--- src/rtl/fifo_pkg.sv ---
// fifo_pkg: pointer width rule and Gray/binary conversions shared by both FIFO controllers
package fifo_pkg;
  localparam int GW = 32;
  function automatic int ptr_width(input int aw);
    return aw + 1;
  endfunction
  function automatic logic [GW-1:0] bin2gray(input logic [GW-1:0] b);
    return b ^ (b >> 1);
  endfunction
  function automatic logic [GW-1:0] gray2bin(input logic [GW-1:0] g);
    logic [GW-1:0] b;
    b = g;
    for (int i = 1; i < GW; i++) b = b ^ (g >> i);
    return b;
  endfunction
endpackage

--- src/rtl/ptr_sync.sv ---
// ptr_sync: two-flop synchroniser for a Gray pointer entering another clock domain
module ptr_sync #(
  parameter int width = 4
) (
  input  logic             clk,
  input  logic             rst_n,
  input  logic [width-1:0] d,
  output logic [width-1:0] q
);
  logic [width-1:0] s1_q, s2_q;
  always_ff @(posedge clk or negedge rst_n)
    if (!rst_n) begin
      s1_q <= '0;
      s2_q <= '0;
    end else begin
      s1_q <= d;
      s2_q <= s1_q;
    end
  assign q = s2_q;
endmodule

--- src/rtl/fifo_rd_ctrl.sv ---
// fifo_rd_ctrl: read-side FIFO controller with a 2-entry stream buffer hiding the memory read latency
module fifo_rd_ctrl
  import fifo_pkg::*;
#(
  parameter int data_width    = 16,
  parameter int addr_width    = 8,
  parameter int aempty_thresh = 2
) (
  input  logic                  rclk,
  input  logic                  rrst_n,
  input  logic [addr_width:0]   wptr,
  input  logic [data_width-1:0] rdata,
  output logic [addr_width-1:0] raddr,
  output logic                  rclken,
  output logic [addr_width:0]   rptr,
  output logic                  rempty,
  output logic                  raempty,
  output logic [addr_width:0]   rlevel,
  output logic [data_width-1:0] out_data,
  output logic                  out_valid,
  input  logic                  out_ready
);
  localparam int pw = ptr_width(addr_width);
  logic [pw-1:0] rq2, wbin_s, rbin_q, rbin_d, rptr_q, rptr_d, rlevel_q, rlevel_d;
  logic rempty_q, rempty_d, raempty_q, raempty_d, inflight_q, fetch, pop, slot;
  logic [1:0] cnt_q, cnt_d, rem;
  logic [data_width-1:0] b0_q, b0_d, b1_q, b1_d;
  ptr_sync #(.width(pw)) u_sync (.clk(rclk), .rst_n(rrst_n), .d(wptr), .q(rq2));
  // words held plus the one in flight may never exceed the two buffer slots
  always_comb begin
    wbin_s    = pw'(gray2bin(GW'(rq2)));
    pop       = (cnt_q != 2'd0) && out_ready;
    fetch     = !rempty_q && ((3'(cnt_q) + 3'(inflight_q) - 3'(pop)) < 3'd2);
    rbin_d    = rbin_q + pw'(fetch);
    rptr_d    = pw'(bin2gray(GW'(rbin_d)));
    rempty_d  = rptr_d == rq2;
    rlevel_d  = wbin_s - rbin_d;
    raempty_d = rlevel_d <= pw'(aempty_thresh);
    cnt_d     = cnt_q + 2'(inflight_q) - 2'(pop);
    rem       = cnt_q - 2'(pop);
    slot      = rem != 2'd0;
    b0_d      = (inflight_q && !slot) ? rdata : pop ? b1_q : b0_q;
    b1_d      = (inflight_q && slot) ? rdata : b1_q;
  end
  always_ff @(posedge rclk or negedge rrst_n)
    if (!rrst_n) begin
      rbin_q     <= '0;
      rptr_q     <= '0;
      rlevel_q   <= '0;
      rempty_q   <= 1'b1;
      raempty_q  <= 1'b1;
      inflight_q <= 1'b0;
      cnt_q      <= '0;
      b0_q       <= '0;
      b1_q       <= '0;
    end else begin
      rbin_q     <= rbin_d;
      rptr_q     <= rptr_d;
      rlevel_q   <= rlevel_d;
      rempty_q   <= rempty_d;
      raempty_q  <= raempty_d;
      inflight_q <= fetch;
      cnt_q      <= cnt_d;
      b0_q       <= b0_d;
      b1_q       <= b1_d;
    end
  assign raddr     = rbin_q[addr_width-1:0];
  assign rclken    = fetch;
  assign rptr      = rptr_q;
  assign rempty    = rempty_q;
  assign raempty   = raempty_q;
  assign rlevel    = rlevel_q;
  assign out_data  = b0_q;
  assign out_valid = cnt_q != 2'd0;
endmodule
--- config.mk ---
export PLATFORM = sky130hd
export DESIGN_NAME = fifo_rd_ctrl
export DESIGN_NICKNAME = d
export VERILOG_FILES = /design/src/rtl/fifo_pkg.sv /design/src/rtl/ptr_sync.sv /design/src/rtl/fifo_rd_ctrl.sv
export SDC_FILE = /design/constraint.sdc
export NUM_CORES = 1
export LEC_CHECK = 0
export ABC_AREA = 1
export CORE_MARGIN = 3
export CORE_UTILIZATION = 35
export DETAILED_ROUTE_END_ITERATION = 8
export PLACE_DENSITY = 0.62
export SYNTH_ARGS = -nofsm -noshare
export SYNTH_HDL_FRONTEND = slang
export SYNTH_HIERARCHICAL = 1
export SYNTH_SLANG_ARGS = --single-unit
--- constraint.sdc ---
create_clock -name rclk -period 4.2 [get_ports rclk]
set_input_delay 0.63 -clock rclk [delete_from_list [all_inputs] [get_ports rclk]]
set_output_delay 0.63 -clock rclk [all_outputs]
set_load 0.1 [all_outputs]
==> summary.md, run 1 <==
| Metric | Value |
|---|---|
| Minimum clock period | `3961 ps` |
| All-Layer GR Usage | `between 10% and 20%` |
| Worst endpoint required time | `around 4500 ps` |
| Layout area overhead | `37.57%` |
| Area share of the largest cell type after synthesis | `51.22%` |
| Slew headroom | `approximately a quarter` |
| R2R depth | `25` |
| Min-Delay Path Class | `reg -> reg` |
| Initial DRC count | `~80` |
| Hold Fails Final Rpt | `0` |
| Clk_skew | `11.35 ps` |
| Crit path kind | `in -> reg` |
| CP max-delay cell | `fa_2` |
| HPWL after detailed placement | `around 6300 um` |
| Later-pin clock latency in the skew report | `~340 ps` |
| RSZ-0062 raised after global routing | `no` |
| List of most frequent post-synthesis cells | `107 x nand2_1, 79 x dfrtp_1, 64 x inv_1, 34 x o21ai_0, 31 x nor2_1` |
| Async SR Flop Fraction | `100.0%` |
| Crit-path max cell delay | `540 ps` |
| Maximum fanout along the worst path | `4` |
| DR pass1 iterations | `4` |
| Pre-CTS setup slack | `-171.2 ps` |
| Initial cell density of the core | `a little under two fifths` |
| Synthesized cell area | `3860 um2` |
| ANT nets after route | `0` |
| Multi-input gate area | `1752 um2` |
| CTS buffer count | `9` |
| Max Root-Sink Buffers | `2` |
| Worst path arrival time | `4240 ps` |
| Final critical-path setup slack | `238.9 ps` |
| Core area | `about 11000 um2` |
| Leading area contributor after synthesis | `dfrtp_1` |
| Port bufs | `73` |
| Global-route wire length before repair | `14770 um` |
| CP cell instances | `clkdlybuf4s50_1, nand2_4, clkinv_4, ha_4, inv_2, ha_4, inv_2, fa_2, o21ai_2, a211oi_4, ha_4, nand3_4, nor2_4, nand2_2, nor3_4, xor2_4, inv_2, ha_4, nand4_1, nand2_1, nand2_1, nand2_1, inv_2, nor2_1` |
| Ys Warns | `6` |
| Max-cap viol count | `0` |
| Syn nets | `471` |
| H-Tree Depth | `3` |
| Fraction of layout cells with a size suffix above 1 | `16.73%` |
| Via count | `roughly 3000` |
| Reg-to-Reg End | `raempty` |
| Nets | `roughly 570` |
| I/O pins | `74` |
| Most numerous cell in the Yosys netlist | `nand2_1` |
| Fill cells | `approximately 1000` |
| Overall die width | `111.0 um` |
| Die area | `12320 um2` |
| Register area | `2029 um2` |
| Via/cell ratio | `about 4.5` |
| Routed wire length | `8483 um` |
| Outcome | `complete, no violations` |
| Sequential fraction of the synthesis area | `between 50 and 60%` |
| Slew Viols, Final | `0` |
| Clock Sinks | `81` |
| CP Capture Type | `flip-flop` |
| Worst Setup EP | `raempty` |
| Die Ht | `111.0 um` |
| Row count | `37` |
| Hold buffer count at cts | `0` |
| Avg Cell Area, Syn | `about 9.0 um2` |
| Synth top area cells | `dfrtp_1 51%, nand2_1 10%, inv_1 6.2%, xor2_1 4.5%, o21ai_0 4.4%` |
| # diodes | `0` |
| CP startpoint kind | `input port` |
| Least-Margin Pin Slew | `roughly 1100 ps` |
| Maximum operating frequency | `252.5 MHz` |
| DRC | `0` |
| CTS tree | `yes` |
| Syn Inst Count | `430` |
| Main synth FF type | `dfrtp_1` |
| EDFF count, synth | `0` |
| Fin crit share | `94.31%` |
| Routed len/inst | `12.70 um` |
| Distinct cell type count after synthesis | `31` |
| R2R setup slack | `about 360 ps` |
| Final setup violation count | `0` |
| Antenna violations before repair | `0` |
| Grt total ovfl | `0` |
| Critical R2R Launch | `cnt_q[1]` |
| Routability cong. | `between 0.8 and 0.9` |
| CTS root buffer | `clkbuf_8` |
| Clk slew on worst S/H paths | `~80 ps` |
| Number of global-route vias before repair | `around 3200` |
| #FFs+latches synth | `between 80 and 90` |
| Worst setup path startpoint | `out_ready` |
| Largest net degree at the start of global routing | `82` |
metrics by stage:
stage               setup TNS [ps]  cell area [um2]  hold slack, ps  cells  utilization, %
floorplan                    -4198             4050           331.2    430               -
global placement            -242.0             5074           333.8    650           48.28
detailed placement          -374.0             5074           336.3    650           48.28
CTS                              0             5274           342.1    666           50.18
global route                     0             5310           344.2    668           50.53
finish                           0             5310           341.4    668           50.53
repair_timing:
action,4_1_cts,5_1_grt
buffers inserted,0,2
endpoints found under the hold margin,0,0
resized for setup,0,4
setup endpoints to repair,0,2
worst min-delay path by stage:
stage | startpoint | to | slack, ps | depth (start not counted)
floorplan | rrst_n | b1_q[0] | 330 | 0
detailed placement | u_sync/s1_q[7] | u_sync/q[7] | 340 | 0
CTS | u_sync/s1_q[7] | u_sync/q[7] | 340 | 0
finish | u_sync/s1_q[7] | u_sync/q[7] | 340 | 0
global placement | u_sync/s1_q[8] | u_sync/q[8] | 330 | 0
global route | u_sync/s1_q[7] | u_sync/q[7] | 340 | 0
cells in the final DEF (no fill, tap or decap), types with 2 or more instances in the layout:
| cell | count |
|---|---|
| nand4_1 | 4 |
| a21oi_1 | 17 |
| xnor2_1 | 5 |
| ha_1 | 4 |
| nor2_4 | 2 |
| nand3_4 | 2 |
| a21oi_2 | 3 |
| inv_1 | 56 |
| xor2_1 | 20 |
| nor3_4 | 2 |
| inv_6 | 3 |
| ha_4 | 7 |
| nand3b_1 | 2 |
| nand3_2 | 3 |
| nand2_1 | 101 |
| buf_4 | 20 |
| inv_4 | 2 |
| inv_2 | 7 |
| xor2_2 | 3 |
| o21ai_0 | 31 |
| dfstp_2 | 2 |
| clkbuf_8 | 9 |
| nand3_1 | 18 |
| clkdlybuf4s50_1 | 71 |
| dfrtp_1 | 79 |
| clkinvlp_4 | 2 |
| nand2_2 | 7 |
| nor2_1 | 31 |
| buf_12 | 2 |
| o21ai_2 | 3 |
area by class of cell:
type                            count  share of cell area, %
Tap cell                          136                  3.205
Sequential cell                    81                  38.22
Clock inverter                      7                  1.437
Clock buffer                        9                  2.333
Multi-Input combinational cell    276                  32.99
Timing Repair Buffer               93                  16.97
Inverter                           66                  4.854
per-layer routing:
| metal | global-route usage [%] | vias up | share of wire (%) |
|---|---|---|---|
| met5 | 0 | - | 0 |
| met4 | 4.623 | 0 | 1.7 |
| met3 | 4.094 | 13 | 5.6 |
| met2 | 25.16 | 78 | 50 |
| met1 | 17.81 | 1388 | 43 |
| li1 | - | 1530 | - |
kinds of logic after synthesis:
logic type      synth area share [%]
compound gates                 7.585
buf+inv                        7.099
simple gates                   19.77
fa+ha+maj                      4.603
xor+xnor                       8.363
flops                          52.58
sequential cells by signal, indices dropped and copies added (netlist names):
| register | cells |
|---|---|
| u_sync/s1_q | 9 |
| b1_q | 16 |
| inflight_q | 1 |
| raempty | 1 |
| cnt_q | 2 |
| rptr | 8 |
| rempty | 1 |
| rbin_q | 9 |
| rlevel | 9 |
| u_sync/q | 9 |
| out_data | 16 |
worst max-delay path, delay by kind of cell:
family	cells	cell delay [ps]
adders and majority gates	5	1330
and+or+nand+nor	10	1010
buffers and inverters	6	790
AOI/OAI and AO/OA	2	290
xor gates and xnor gates	1	210
Power of run 1 is not shown: default switching activity piles up to over one toggle a cycle in this logic, so the estimate is an artifact.
==> run 2: changes to the inputs <==
- SKIP_CTS_REPAIR_TIMING: default -> 1
==> results of run 2 <==
The final DEF is identical to that of run 1; final timing and power are the same.
Power of run 2 is left out for the same reason.
==> run 3: changes to the inputs <==
- SETUP_SLACK_MARGIN: default -> 0.05
==> summary.md, run 3 (synthesized netlist as in run 1, its figures left out) <==
| Metric | Value |
|---|---|
| Antenna violations before repair | `0` |
| CTS buffer count | `9` |
| Nets | `573` |
| Layout area overhead | `38.41%` |
| DR pass1 iterations | `4` |
| Die area | `approximately 12000 um2` |
| Fill cells | `970` |
| Core Util, Final | `between 50% and 60%` |
| Register area | `about 2000 um2` |
| Max-cap viol count | `0` |
| Slew Viols, Final | `0` |
| Slew headroom | `about 31%` |
| Port bufs | `73` |
| Routed len/inst | `around 12 um` |
| Multi-input gate area | `1752 um2` |
| Grt total ovfl | `0` |
| DRC | `0` |
| CTS root buffer | `clkbuf_8` |
| Met1 Resource Use GR | `19.58%` |
| Cells after DPL | `657` |
| Worst setup path startpoint | `out_ready` |
| M3 GR Usage | `approximately 4.2%` |
| CP startpoint kind | `input port` |
| Met2 Resource Use GR | `between 20 and 25%` |
| Minimum clock period | `roughly 3900 ps` |
| CP Capture Type | `flip-flop` |
| Commonest non-fill, non-tap cell in the layout | `nand2_1` |
| Final setup violation count | `0` |
| I/O pins | `74` |
| RSZ-0062 raised after global routing | `no` |
| Clk slew on worst S/H paths | `about 80 ps` |
| Initial DRC count | `between 100 and 150` |
| Initial cell density of the core | `approximately 37%` |
| CTS tree | `yes` |
| Fin crit share | `93.34%` |
| Row count | `37` |
| Final critical-path setup slack | `~280 ps` |
| Routability cong. | `roughly 0.82` |
| HPWL after detailed placement | `between 6000 and 7000 um` |
| Core area | `10510 um2` |
| Critical R2R Launch | `cnt_q[1]` |
| Largest net degree at the start of global routing | `between 80 and 90` |
| Worst endpoint required time | `4490 ps` |
| H-Tree Depth | `3` |
| Worst hold start | `u_sync/s1_q[1]` |
| Most frequent cells in the layout | `101 x nand2_1, 79 x dfrtp_1, 71 x clkdlybuf4s50_1` |
| Fin cells | `between 600 and 700` |
| ANT nets after route | `0` |
| Maximum operating frequency | `~260 MHz` |
| # diodes | `0` |
| Min-Delay Path Class | `reg -> reg` |
| Die Ht | `~110 um` |
| Clk_skew | `around 15 ps` |
| Via count | `between 3000 and 4000` |
| Overall die width | `approximately 110 um` |
| Fraction of layout cells with a size suffix above 1 | `~18%` |
| Worst path arrival time | `about 4200 ps` |
| Via/cell ratio | `roughly 4.5` |
| Hold Fails Final Rpt | `0` |
| Outcome | `complete, no violations` |
| Later-pin clock latency in the skew report | `roughly 370 ps` |
| Routed wire length | `8411 um` |
| Least-Margin Pin Slew | `1040 ps` |
| Number of global-route vias before repair | `3026` |
| GR peak layer | `met2` |
| All-Layer GR Usage | `between 10% and 20%` |
| Global-route wire length before repair | `roughly 15000 um` |
| Crit path kind | `in -> reg` |
| Pre-CTS setup slack | `-150.4 ps` |
| Maximum fanout along the worst path | `4` |
| Clock Sinks | `about 80` |
| Max Root-Sink Buffers | `2` |
-- run 3: area by class of cell --
type                    instances  area share (%)
repair buffers                 98           17.33
multi-input cells             276           32.79
clock inverters                 6           1.311
inverters                      66           4.824
flip-flops and latches         81           37.99
well taps                     136           3.185
clock buffers                  10           2.576
-- run 3: metrics by stage --
stage                     area [um2]  hold WS (ps)  setup TNS, ps
after floorplan                 4055         331.2          -4198
after global placement          5119         333.8         -265.9
after detailed placement        5119         334.7         -405.2
after CTS                       5326         355.3              0
after global routing            5343         361.7              0
final                           5343         353.3              0
-- run 3: layer usage --
layer	wire length (um)	part of all wire, %
met2	3931	47
met1	3931	47
met4	144	1.7
met5	0	0
met3	404	4.8
-- run 3: final timing paths --
check	endpoint	slack, ps	depth (start not counted)
setup / recovery	rempty	280	22
hold / removal	u_sync/q[1]	350	0
setup reg to reg	rempty	400	23
hold reg to reg	u_sync/q[1]	350	0
max in group asynchronous	u_sync/s1_q[8]	3120	1
min in group asynchronous	rlevel[1]	430	1
-- run 3: worst max-delay path: stages --
cell and delay (ps):
clkdlybuf4s50_1 500, nand2_4 60, clkinv_4 50, ha_4 190
inv_2 70, ha_4 120, inv_2 30, fa_1 540
o21ai_2 80, a211oi_4 240, ha_4 210, ha_4 140
nand3_2 150, nor2_1 130, nand2_1 50, nand2_1 90
nand2_2 70, buf_4 130, xnor2_1 290, or2_2 180
nand4_1 140, nor2_1 140
Power of run 3 is left out for the same reason.
